--- config.mk ---
export PLATFORM = sky130hd
export DESIGN_NAME = vec_reduce_fp
export DESIGN_NICKNAME = d
export VERILOG_FILES = /design/src/rtl/vec_reduce_fp.sv
export SDC_FILE = /design/constraint.sdc
export NUM_CORES = 1
export LEC_CHECK = 0
export CAP_MARGIN = 15
export CELL_PAD_IN_SITES_DETAIL_PLACEMENT = 2
export CELL_PAD_IN_SITES_GLOBAL_PLACEMENT = 2
export CORE_MARGIN = 2
export CORE_UTILIZATION = 35
export CTS_BUF_LIST = sky130_fd_sc_hd__clkbuf_8 sky130_fd_sc_hd__clkbuf_16
export DETAILED_ROUTE_END_ITERATION = 10
export GPL_ROUTABILITY_DRIVEN = 0
export PLACE_DENSITY = 0.78
export SYNTH_ARGS = -nofsm -noshare
export SYNTH_HDL_FRONTEND = slang
export SYNTH_SLANG_ARGS = --single-unit
--- constraint.sdc ---
create_clock -name clk -period 33.9 [get_ports clk]
set_clock_uncertainty 0.15 [all_clocks]
set_input_delay 6.78 -clock clk [delete_from_list [all_inputs] [get_ports clk]]
set_output_delay 6.78 -clock clk [all_outputs]
set_load 0.02 [all_outputs]
--- src/rtl/vec_reduce_fp.sv ---
`default_nettype none
// ============================================================================
// Module   : vec_reduce_fp (with latency package and add_fp core)
// Purpose  : Reduces a latched fp32 vector to one scalar by ordered summation,
//            or by maximum when VEC_REDUCE_MAX_EN is defined.
// Revision : 1.0 - initial release
// ============================================================================

package latency;
   localparam int ADD_FP = 3;
endpackage

module add_fp #(
   parameter int LATENCY = latency::ADD_FP
) (
   input  logic        clk,
   input  logic        arst,
   input  logic [31:0] a,
   input  logic [31:0] b,
   output logic [31:0] q
);
   // Round-to-nearest-even fp32 add; NaN results are canonicalised.
   function automatic logic [31:0] fadd(input logic [31:0] x, input logic [31:0] y);
      logic [31:0] hi, lo;
      logic [9:0]  e, d;
      logic [26:0] mh, ml, ms;
      logic [27:0] s;
      logic [24:0] rnd;
      int          lz;
      logic        xnan, ynan, xinf, yinf;
      xnan = (x[30:23] == 8'hFF) && (x[22:0] != 23'd0);
      ynan = (y[30:23] == 8'hFF) && (y[22:0] != 23'd0);
      xinf = (x[30:23] == 8'hFF) && (x[22:0] == 23'd0);
      yinf = (y[30:23] == 8'hFF) && (y[22:0] == 23'd0);
      if (xnan || ynan || (xinf && yinf && (x[31] != y[31]))) return 32'h7FC00000;
      if (xinf) return x;
      if (yinf) return y;
      if (x[30:0] >= y[30:0]) begin
         hi = x;
         lo = y;
      end else begin
         hi = y;
         lo = x;
      end
      mh = {(hi[30:23] != 8'd0), hi[22:0], 3'b000};
      ml = {(lo[30:23] != 8'd0), lo[22:0], 3'b000};
      e  = {2'b00, (hi[30:23] == 8'd0) ? 8'd1 : hi[30:23]};
      d  = e - {2'b00, (lo[30:23] == 8'd0) ? 8'd1 : lo[30:23]};
      // alignment keeps everything shifted out as a sticky bit
      if (d >= 10'd27) ms = {26'd0, |ml};
      else             ms = (ml >> d) | {26'd0, |(ml & ~(27'h7FFFFFF << d))};
      if (hi[31] == lo[31]) s = {1'b0, mh} + {1'b0, ms};
      else                  s = {1'b0, mh} - {1'b0, ms};
      if (s == 28'd0) return {hi[31] & lo[31], 31'd0};
      if (s[27]) begin
         s = {1'b0, s[27:2], s[1] | s[0]};
         e = e + 10'd1;
      end else begin
         lz = 27;
         for (int i = 0; i <= 26; i++) if (s[i]) lz = 26 - i;
         if (lz >= int'(e)) lz = int'(e) - 1;
         s = s << lz;
         e = e - 10'(lz);
      end
      rnd = {1'b0, s[26:3]} + 25'(s[2] & (s[1] | s[0] | s[3]));
      if (rnd[24]) begin
         rnd = rnd >> 1;
         e   = e + 10'd1;
      end
      if (e >= 10'd255) return {hi[31], 8'hFF, 23'd0};
      return {hi[31], rnd[23] ? e[7:0] : 8'd0, rnd[22:0]};
   endfunction

   logic [31:0] w_sum;
   assign w_sum = fadd(a, b);

   generate
      if (LATENCY == 1) begin : g_comb
         assign q = w_sum;
      end else begin : g_pipe
         logic [31:0] r_stage [LATENCY-1];
         always_ff @(posedge clk or posedge arst) begin
            if (arst) begin
               for (int i = 0; i < LATENCY-1; i++) r_stage[i] <= '0;
            end else begin
               r_stage[0] <= w_sum;
               for (int i = 1; i < LATENCY-1; i++) r_stage[i] <= r_stage[i-1];
            end
         end
         assign q = r_stage[LATENCY-2];
      end
   endgenerate
endmodule

module vec_reduce_fp #(
   parameter int VECTOR_LEN  = 4,
   parameter int ADD_LATENCY = latency::ADD_FP
) (
   input  logic                        clk,
   input  logic                        rst,
   input  logic                        start,
   input  logic                        mode,
   input  logic [VECTOR_LEN-1:0][31:0] vec,
   output logic                        busy,
   output logic                        done,
   output logic [31:0]                 result
);
   localparam int IW = (VECTOR_LEN > 1) ? $clog2(VECTOR_LEN) : 1;
   localparam int TW = (ADD_LATENCY > 1) ? $clog2(ADD_LATENCY) : 1;

   typedef enum logic [2:0] {
      IDLE, ISSUE, WAIT, FIN
`ifdef VEC_REDUCE_MAX_EN
      , CMP
`endif
   } state_t;

   state_t                      r_state, w_next;
   logic [VECTOR_LEN-1:0][31:0] r_vec;
   logic [31:0]                 r_acc, r_a, r_b, r_result, w_q, w_elem;
   logic [IW-1:0]               r_idx;
   logic [TW-1:0]               r_tick;
   logic                        r_done, w_accept, w_last, w_tick_end, w_arst;

`ifdef VEC_REDUCE_MAX_EN
   function automatic logic [31:0] fmax(input logic [31:0] x, input logic [31:0] y);
      logic [31:0] kx, ky;
      if (((x[30:23] == 8'hFF) && (x[22:0] != 23'd0)) ||
          ((y[30:23] == 8'hFF) && (y[22:0] != 23'd0)))
         return 32'h7FC00000;
      // unsigned key ordering; places -0 just below +0
      kx = x[31] ? ~x : {1'b1, x[30:0]};
      ky = y[31] ? ~y : {1'b1, y[30:0]};
      return (kx >= ky) ? x : y;
   endfunction
`else
   logic w_unused_mode;
   assign w_unused_mode = mode;
`endif

   // the done cycle still counts as busy, so a start there is held off
   assign w_accept   = (r_state == IDLE) && start && !r_done;
   assign w_last     = (r_idx == IW'(VECTOR_LEN-1));
   assign w_tick_end = (r_tick == TW'(ADD_LATENCY-1));
   assign busy       = (r_state != IDLE) || r_done;
   assign done       = r_done;
   assign result     = r_result;
   assign w_arst     = ~rst;

   generate
      if (VECTOR_LEN > 1) begin : g_multi
         assign w_elem = r_vec[r_idx];
      end else begin : g_single
         assign w_elem = r_vec[0];
      end
   endgenerate

   add_fp #(.LATENCY(ADD_LATENCY)) u_add (
      .clk  (clk),
      .arst (w_arst),
      .a    (r_a),
      .b    (r_b),
      .q    (w_q)
   );

   always_ff @(posedge clk) begin
      if (!rst) r_state <= IDLE;
      else      r_state <= w_next;
   end

   always_comb begin
      w_next = r_state;
      case (r_state)
         IDLE: begin
            if (w_accept) begin
               if (VECTOR_LEN == 1) w_next = FIN;
`ifdef VEC_REDUCE_MAX_EN
               else if (mode)       w_next = CMP;
`endif
               else                 w_next = ISSUE;
            end
         end
         ISSUE: w_next = WAIT;
         WAIT:  if (w_tick_end) w_next = w_last ? FIN : ISSUE;
`ifdef VEC_REDUCE_MAX_EN
         CMP:   if (w_last) w_next = FIN;
`endif
         FIN:   w_next = IDLE;
         default: w_next = IDLE;
      endcase
   end

   always_ff @(posedge clk) begin
      if (!rst) begin
         r_vec    <= '0;
         r_acc    <= '0;
         r_a      <= '0;
         r_b      <= '0;
         r_idx    <= '0;
         r_tick   <= '0;
         r_result <= '0;
         r_done   <= 1'b0;
      end else begin
         r_done <= (r_state == FIN);
         case (r_state)
            IDLE: begin
               if (w_accept) begin
                  r_vec <= vec;
                  r_acc <= vec[0];
                  r_idx <= IW'(1);
               end
            end
            ISSUE: begin
               r_a    <= r_acc;
               r_b    <= w_elem;
               r_tick <= '0;
            end
            WAIT: begin
               r_tick <= r_tick + TW'(1);
               if (w_tick_end) begin
                  r_acc <= w_q;
                  r_idx <= r_idx + IW'(1);
               end
            end
`ifdef VEC_REDUCE_MAX_EN
            CMP: begin
               r_acc <= fmax(r_acc, w_elem);
               r_idx <= r_idx + IW'(1);
            end
`endif
            FIN: r_result <= r_acc;
            default: ;
         endcase
      end
   end
endmodule

`default_nettype wire

Yosys cells after proc, flatten, opt, wreduce, memory -nomap -nowiden --
Index checks and enable logic that the tools add are counted.
Word-level totals: register bits 328, bits of input ports 132, output and inout port bits 34, logic and storage cells 196
Operators by class: add/subtract/negate cells 10, order comparisons 5, equality and inequality tests 11, shift-type cells 3, mux-type cells 115, bitwise gates (word level) 8, reduce and logical (&&, ||, !) cells 30
Operator list (count):
- 32-bit two-way mux | 32
- 27-bit two-way mux | 9
- 24-bit two-way mux | 5
- 28-bit two-way mux | 4
- 10-bit two-way mux | 10
- 5-bit two-way mux | 16
- 32-bit binary-select mux with 2-bit select | 1
- 32-bit case mux with 2 select lines | 1
- 23-bit zero test | 2
- 23-bit nonzero test | 2
- 32-bit by 9-bit >= comparator with 1-bit output | 1
- 4-bit two-way mux | 8
- 28-bit by 32-bit left shift with 27-bit output | 1
- 31-bit >= comparator | 1
- 27-bit by 27-bit adder with 28-bit output | 1
- 28-bit zero test | 1
- 27-bit by 27-bit subtractor with 28-bit output | 1
- 27-bit AND | 1
- 27-bit NOT | 1
- 27-bit by 1-bit OR with 27-bit output | 1
- 27-bit OR reduction | 1
- 27-bit by 10-bit left shift with 27-bit output, first input constant | 1
- 27-bit by 10-bit right shift with 27-bit output | 1
- 24-bit by 25-bit adder with 25-bit output | 1
- 37 further kinds | 79

Depth between registers and ports, before layout --
Gate-level depths: netlist of run 1.
depth after elaboration 94, mapped depth 90, depth with buffers taken out 82

Hierarchy --
Synthesis of run 1 repeated with hierarchy kept, for this count alone.
Second synthesis, totals: cells, all modules 3407, area total of the unflattened synthesis 26342.8 µm²
By module, submodules not included:
- add_fp | instances 1, cells an instance 2283, area each 15715.1 µm², seq. area each 1601.5 µm²
- vec_reduce_fp | instances 1, cells an instance 1124, area each 10627.7 µm², seq. area each 5265.0 µm²

Least setup slack after synthesis of run 1 --
No wires, ideal clock.
path type reg-to-reg, from register r_b[29], to register u_add.g_pipe.r_stage[37] (netlist bit), setup time 0.086 ns, data arrival time 15.427 ns, slack 18.236 ns, cell stages (with the launch flop) 81, clock period less this slack 15.664 ns, cell sequence dfxtp_1 inv_1 ha_1 nand4_1 nor4_1 a221oi_1 and4_1 nand2_1 clkbuf_1 nor2_1 a21oi_1 clkinv_1 nor3_1 nand3_1 nand2_1 inv_1 ha_1 buf_2 [... 45 more ...] buf_6 ha_1 a21o_1 a21o_1 a21o_1 or2_2 nand2_1 xnor2_1 o21ai_0 o21ai_0 o2111ai_1 a21bo_2 a32oi_1 nor3b_1 o21ai_1 nand2b_1 buf_2 nor3_1
Between the ends: cells in the longest elaborated chain, start to end 87
Ends and longest elaborated chain:
- start, declared | line 120 | logic [31:0] r_acc, r_a, r_b, r_result, w_q, w_elem;
- start signal, assigned | line 215 | r_b <= w_elem;
- 31-bit >= comparator | line 38 | if (x[30:0] >= y[30:0]) begin
- 32-bit two-way mux (2 in series) | line 38
- 32-bit two-way mux | line 37 | if (yinf) return y;
- 32-bit two-way mux | line 36 | if (xinf) return x;
- 8-bit zero test (on tied branches) | line 47, 48
- 8-bit two-way mux (on tied branches) | line 47, 48
- 8-bit by 8-bit subtractor with 9-bit output | line 48 | d = e - {2'b00, (lo[30:23] == 8'd0) ? 8'd1 : lo[30:23]};
- 27-bit by 10-bit left shift with 27-bit output | line 51 | else ms = (ml >> d) | {26'd0, |(ml & ~(27'h7FFFFFF << d))};
- [... 71 more ...]
- 1-bit two-way mux | line 37
- 1-bit two-way mux | line 36
- 32-bit two-way mux | line 71 | return {hi[31], rnd[23] ? e[7:0] : 8'd0, rnd[22:0]};
- 32-bit two-way mux | line 55 | if (s[27]) begin
- 32-bit two-way mux | line 38
- 32-bit two-way mux | line 37
- 32-bit two-way mux (*) | line 36
- via u_add.w_sum[5] | line 74 | logic [31:0] w_sum;
- end, declared | line 81 | logic [31:0] r_stage [LATENCY-1];
The timed path passes the listed nets; every way through them passes the cells marked *. The select of a mux whose other input is x is not followed. A chain may end at the register's enable or synchronous reset.

Final worst setup path of run 1 --
from register r_b[9], to register u_add.g_pipe.r_stage[37] (netlist bit)
The elaborated chain is that of the path after synthesis.

==> results of run 1 <==
==> cells in the final DEF, fill, tap and decap left out, drive strengths merged, types with 45 or more instances in the layout <==
| cell type | n |
|---|---|
| nor3 | 80 |
| inv | 112 |
| nor2 | 195 |
| nand3 | 80 |
| mux2i | 206 |
| nor2b | 108 |
| dfxtp | 263 |
| dfrtp | 64 |
| o21ai | 141 |
| ha | 112 |
| nand2 | 524 |
| xnor2 | 46 |
| a21oi | 184 |
| clkdlybuf4s50 | 163 |
| a21boi | 133 |
| a21o | 45 |
==> worst register-to-register path, delay by kind of cell (launching register included) <==
kind	cells	cell delay (ps)
and+or+nand+nor	22	8300
DFF	1	580
AOI/OAI and AO/OA	33	8660
buffers and inverters	10	2390
xor gates and xnor gates	1	80
adders and majority gates	6	1790
muxes	1	190
==> per-layer routing <==
layer / wire length, um / track usage
met1: 48700 / 0.379
met2: 56200 / 0.525
met3: 4990 / 0.0338
met4: 4930 / 0.117
met5: 0 / 0
==> path summary, 6_finish.rpt <==
check                                           end  slack [ps]
max in group asynchronous  u_add.g_pipe.r_stage[44]       24940
min in group asynchronous  u_add.g_pipe.r_stage[62]        6120
max                        u_add.g_pipe.r_stage[37]       11610
min reg2reg                             u_add.q[28]         200
max reg2reg                u_add.g_pipe.r_stage[37]       11610
min                                     u_add.q[28]         200
==> per-stage QoR <==
step / cell area [sq um] / hold slack, ps / worst slack (ps) / utilization / cells
after floorplan: 25400 / 181 / 18240 / - / 3166
after global placement: 27700 / 188 / 12560 / 0.386 / 4107
after detailed placement: 27700 / 186 / 11540 / 0.386 / 4108
after CTS: 28900 / 200 / 11310 / 0.403 / 4168
after global routing: 28900 / 205 / 10360 / 0.404 / 4170
final: 28900 / 199 / 11610 / 0.404 / 4170
==> flip-flops by register name, indices dropped and copies added (netlist names) <==
register and count:
u_add.q 32, r_acc 32, r_idx 2, r_state 2, r_b 32, done 1
result 32, u_add.g_pipe.r_stage 32, r_tick 2, r_a 32, r_vec 128
==> cells by family (layout without fill, tap and decap cells) <==
group                    Yosys count  in the layout  share of synthesized area
AO/OA/AOI/OAI                    875            875                      0.245
flip-flops                       327            327                      0.271
AND/OR/NAND/NOR                 1201           1201                      0.227
multiplexers                     258            258                      0.122
other                              1              1                   0.000148
adder cells (fa/ha/maj)          115            115                     0.0576
XOR/XNOR                          68             68                     0.0238
buffers and inverters            321            375                     0.0534
==> area by class of cell <==
class,count,area share
sequential,327,0.238
multi-input combinational,2518,0.596
tap,950,0.0411
clock buffer,40,0.0327
timing repair buffer,205,0.0678
inverter,110,0.0147
clock inverter,20,0.00961
==> reports/metrics.cfg, run 1 <==
[run_status]
outcome = complete, no violations

[hold_path]
hold_start = u_add.g_pipe.r_stage[60]
min_path_type = reg2reg
hold_path_depth = 0

[synthesis]
yosys_most_used_dff = dfxtp_1
ys_types = 116
synth-seq-cells = 327
yosys.area.top_type = dfxtp_1
synth_top_cell_area_share = 0.208
synth_commonest_cells = nand2_1 (522), dfxtp_1 (263), mux2i_1 (205)
syn-instance-count = 3166
async_flop_share = 0.196
synthTopCellsByArea = dfxtp_1 (21%), mux2i_1 (8.1%), nand2_1 (7.7%), dfrtp_1 (6.3%), ha_1 (5.5%)
syn_area_per_cell_sq_um = 8.01
synth_nets = 3413
synth-edff-count = 0
post-synth-top-count-cell = nand2_1
yosysSeqAreaShare = 0.271
yosys_warnings = 0
syn_area_sq_mm = 0.0254

[layout]
register_area_sq_mm = 0.00687
nNetsFinal = 3443
layout-drive-gt1-share = 0.0795
fillers = 8009
multi_input_area_sq_mm = 0.0172
area_delta_synth_final_pct = 13.9
n_antenna_cell = 0

[grt]
antenna_found_initial = 1
grt_max_degree = 121
first_global_vias = 27773
grt_pass1_wl_mm = 175
grt-ovfl-total = 0
grt_util_all_layers = 0.301

[sta]
period_needed_ps = 22290
rsz0062_at_grt = false
worst_slew_pin_slew_ps = 1240
finalCritPeriodShare = 0.658
final-setup-viol-count = 0
slew-limit-headroom = 0.170
final_max_slew_viol_count = 0
final-hold-violation-count = 0
max_freq_mhz = 44.9
setup_tns_ps = 0

[die]
core_area_sq_mm = 0.0716
die_x_um = 273
start_util = 0.354
fp.dieH_um = 273
die-area_sq_mm = 0.0747
row_count = 98
io_pins = 166

[critical_path]
max_stage_delay_ps = 930
cpMostUsedCell = a21o_1
worst-path-stages = 73
rr_startpoint = r_b[9]
worst-path-max-fanout = 39
cp.arrival_ps = 22520
crit_start = r_b[9]
crit_type = reg2reg
path_delay_family = compound AO/OA/AOI/OAI gates
r2r_cells = 73
critPathCaptureType = flop
start_kind = flop
critPathSlowestCell = nor3_2
cp.required_ps = 34130
crit_buf_inv = 10

[clocking]
postCtsHoldBufs = 0
path_clk_slew_ps = 70
cts.sinks = 327
numCtsBuffers = 34
postCtsSetupBuffers = 0
cts_root_buf = clkbuf_16
cts_tree = yes
htreeDepth = 2
ctsLongestPathBuffers = 3
clk-insertion-delay-late_ps = 550
post_cts_resize_count = 0

[drt]
vias_per_cell = 6.17
wire_per_inst_um = 27.5
drc = 0
first_pass_iters = 6
antenna_left = 0
wl_mm = 115
drtIter0Drc = 1939
vias = 25714

[placement]
hpwl_mm = 84.9
portBuffers = 164

[run]
drv_cap = 0

Power of run 1 is left out: the tool's default activity adds up to more than one toggle a clock period on the data nets, which glitch-free logic cannot reach.
==> inputs of run 2 (changes only) <==
--- a/config.mk
+++ b/config.mk
@@ -9,7 +9,7 @@
 export CELL_PAD_IN_SITES_DETAIL_PLACEMENT = 2
 export CELL_PAD_IN_SITES_GLOBAL_PLACEMENT = 2
 export CORE_MARGIN = 2
-export CORE_UTILIZATION = 35
+export CORE_UTILIZATION = 33
 export CTS_BUF_LIST = sky130_fd_sc_hd__clkbuf_8 sky130_fd_sc_hd__clkbuf_16
 export DETAILED_ROUTE_END_ITERATION = 10
 export GPL_ROUTABILITY_DRIVEN = 0
==> constraint.sdc (replaced) <==
create_clock -name clk -period 19.15 [get_ports clk]
set_clock_uncertainty 0.15 [all_clocks]
set_input_delay 3.83 -clock clk [delete_from_list [all_inputs] [get_ports clk]]
set_output_delay 3.83 -clock clk [all_outputs]
set_load 0.02 [all_outputs]
==> run 2 against run 1 <==
- sequential share of layout area down 0.99 points
- maximum frequency up 24%
- worst setup slack worse by 10000 ps
- design area up 4.3%
- die area up 6.0%
- critical path depth up 4
- worst hold slack better by 1.9 ps
- register-to-register slack worse by 10000 ps
- utilization down 0.73 points
- first-iteration DRC count up 19%
- via count up 4.3%
- largest cell class unchanged
- highest routed layer unchanged
==> reports/metrics.cfg, run 2 (synthesis gave the netlist of run 1 again) <==
[sta]
final_max_slew_viol_count = 0  ; unchanged
finalCritPeriodShare = 0.942  ; +0.284
slew-limit-headroom = 0.198  ; +0.0275
max_freq_mhz = 55.5  ; +24%
rsz0062_at_grt = false
final-hold-violation-count = 0  ; unchanged
setup_tns_ps = 0  ; unchanged
worst_slew_pin_slew_ps = 1190  ; -53.8 ps
period_needed_ps = 18030  ; -4260 ps
fin_hold_ws_ps = 201  ; +1.89 ps
final-setup-viol-count = 0  ; unchanged

[critical_path]
r2r_cells = 77  ; +5.5%
cpMostUsedCell = buf_4
critPathSlowestCell = a2111oi_2
start_kind = flop
rr_startpoint = r_b[13]
cp.arrival_ps = 18330  ; -4190 ps
crit_type = reg2reg
max_stage_delay_ps = 750  ; -180 ps
crit_start = r_b[13]
cp.required_ps = 19450  ; -14680 ps
worst-path-max-fanout = 21  ; -46%
critPathCaptureType = flop

[drt]
vias = 26811  ; +4.3%
drc = 0  ; unchanged
vias_per_cell = 6.08  ; -1.5%
drtIter0Drc = 2313  ; +19%
antenna_left = 0  ; unchanged
wl_mm = 124  ; +7.7%
first_pass_iters = 5  ; -1
wire_per_inst_um = 28.0  ; +1.7%

[layout]
regMostFlops = r_vec
final_cell_mix = nand2_1 (521), dfxtp_1 (262), mux2i_1 (205)
nNetsFinal = 3603  ; +4.6%
register_area_sq_mm = 0.00687  ; unchanged
multi_input_area_sq_mm = 0.0172  ; unchanged
layout-drive-gt1-share = 0.123  ; +0.0438
fin_util = 0.396  ; -0.00725
finalNonFillerCells = 4413  ; +5.8%
largest_register_ffs = 128  ; unchanged
final_common_cell = nand2_1
fillers = 8564  ; +6.9%
area_delta_synth_final_pct = 18.8

[placement]
hpwl_mm = 90.6  ; +6.7%
portBuffers = 164  ; unchanged
dp_cells = 4344  ; +5.7%

[die]
row_count = 101  ; +3.1%
die-area_sq_mm = 0.0791  ; +6.0%
fp.dieH_um = 281  ; +2.9%
io_pins = 166  ; unchanged
start_util = 0.334  ; -0.0208
die_x_um = 281  ; +2.9%
core_area_sq_mm = 0.0761  ; +6.2%

[grt]
antenna_found_initial = 0  ; -1
grt_max_degree = 120  ; -0.83%
grt_pass1_wl_mm = 186  ; +6.1%
first_global_vias = 29161  ; +5.0%
grt-ovfl-total = 0  ; unchanged
grt_util_all_layers = 0.305  ; +0.00441

[clocking]
clk-insertion-delay-late_ps = 550  ; about the same
cts.sinks = 327  ; unchanged
cts_tree = yes
path_clk_slew_ps = 70  ; about the same
htreeDepth = 2  ; unchanged
numCtsBuffers = 35  ; +2.9%
ctsLongestPathBuffers = 3  ; unchanged
cts_root_buf = clkbuf_16

[run]
drv_cap = 0  ; unchanged

[run_status]
outcome = complete, no violations

[hold_path]
min_path_type = reg2reg
hold_path_depth = 0  ; unchanged
hold_start = u_add.g_pipe.r_stage[60]

## run 2: worst max-delay path, delay by kind of cell, from the launching register on
family          cells  cell delay, ps
fa+ha+maj           5            1470
flops               1             490
simple gates       22            4080
xor+xnor            1             380
mux                 3             650
buf+inv            13            2200
compound gates     33            8440
## run 2: worst paths after layout
check                                                 to  slack (ps)
worst max-delay path            u_add.g_pipe.r_stage[45]        1120
worst min-delay path                         u_add.q[28]         200
worst max register to register  u_add.g_pipe.r_stage[45]        1120
worst min register to register               u_add.q[28]         200
max in group asynchronous                     u_add.q[1]       13440
min in group asynchronous       u_add.g_pipe.r_stage[62]        3160
## run 2: layer usage
metal / vias to the layer above / wire [um] / GRT usage
li1: 11819 / - / -
met1: 13782 / 50100 / 0.370
met2: 915 / 60900 / 0.536
met3: 295 / 6240 / 0.0367
met4: 0 / 6420 / 0.144
met5: - / 0 / 0
## run 2: area by class of cell
class                   count  share of cell area
repair buffers            364               0.106
clock buffers              43              0.0327
inverters                 110              0.0141
clock inverters            20             0.00469
flip-flops and latches    327               0.228
multi-input cells        2518               0.572
diodes                      1           0.0000830
well taps                1030              0.0427
## run 2: per-stage QoR
stage	setup slack, ps	area, sq um
4_1_cts	609	30100
5_1_grt	107	30200
3_5_place_dp	801	28900
3_3_place_gp	1760	28900
2_1_floorplan	3490	25400
6_report	1120	30200
## run 2: what timing repair did
action                                  4_1_cts  5_1_grt
endpoints found under the setup margin        0       31
resized for setup                             0        4
hold buffers                                  0        0
setup buffers                                 0        3
Power of run 2 is left out for the same reason.
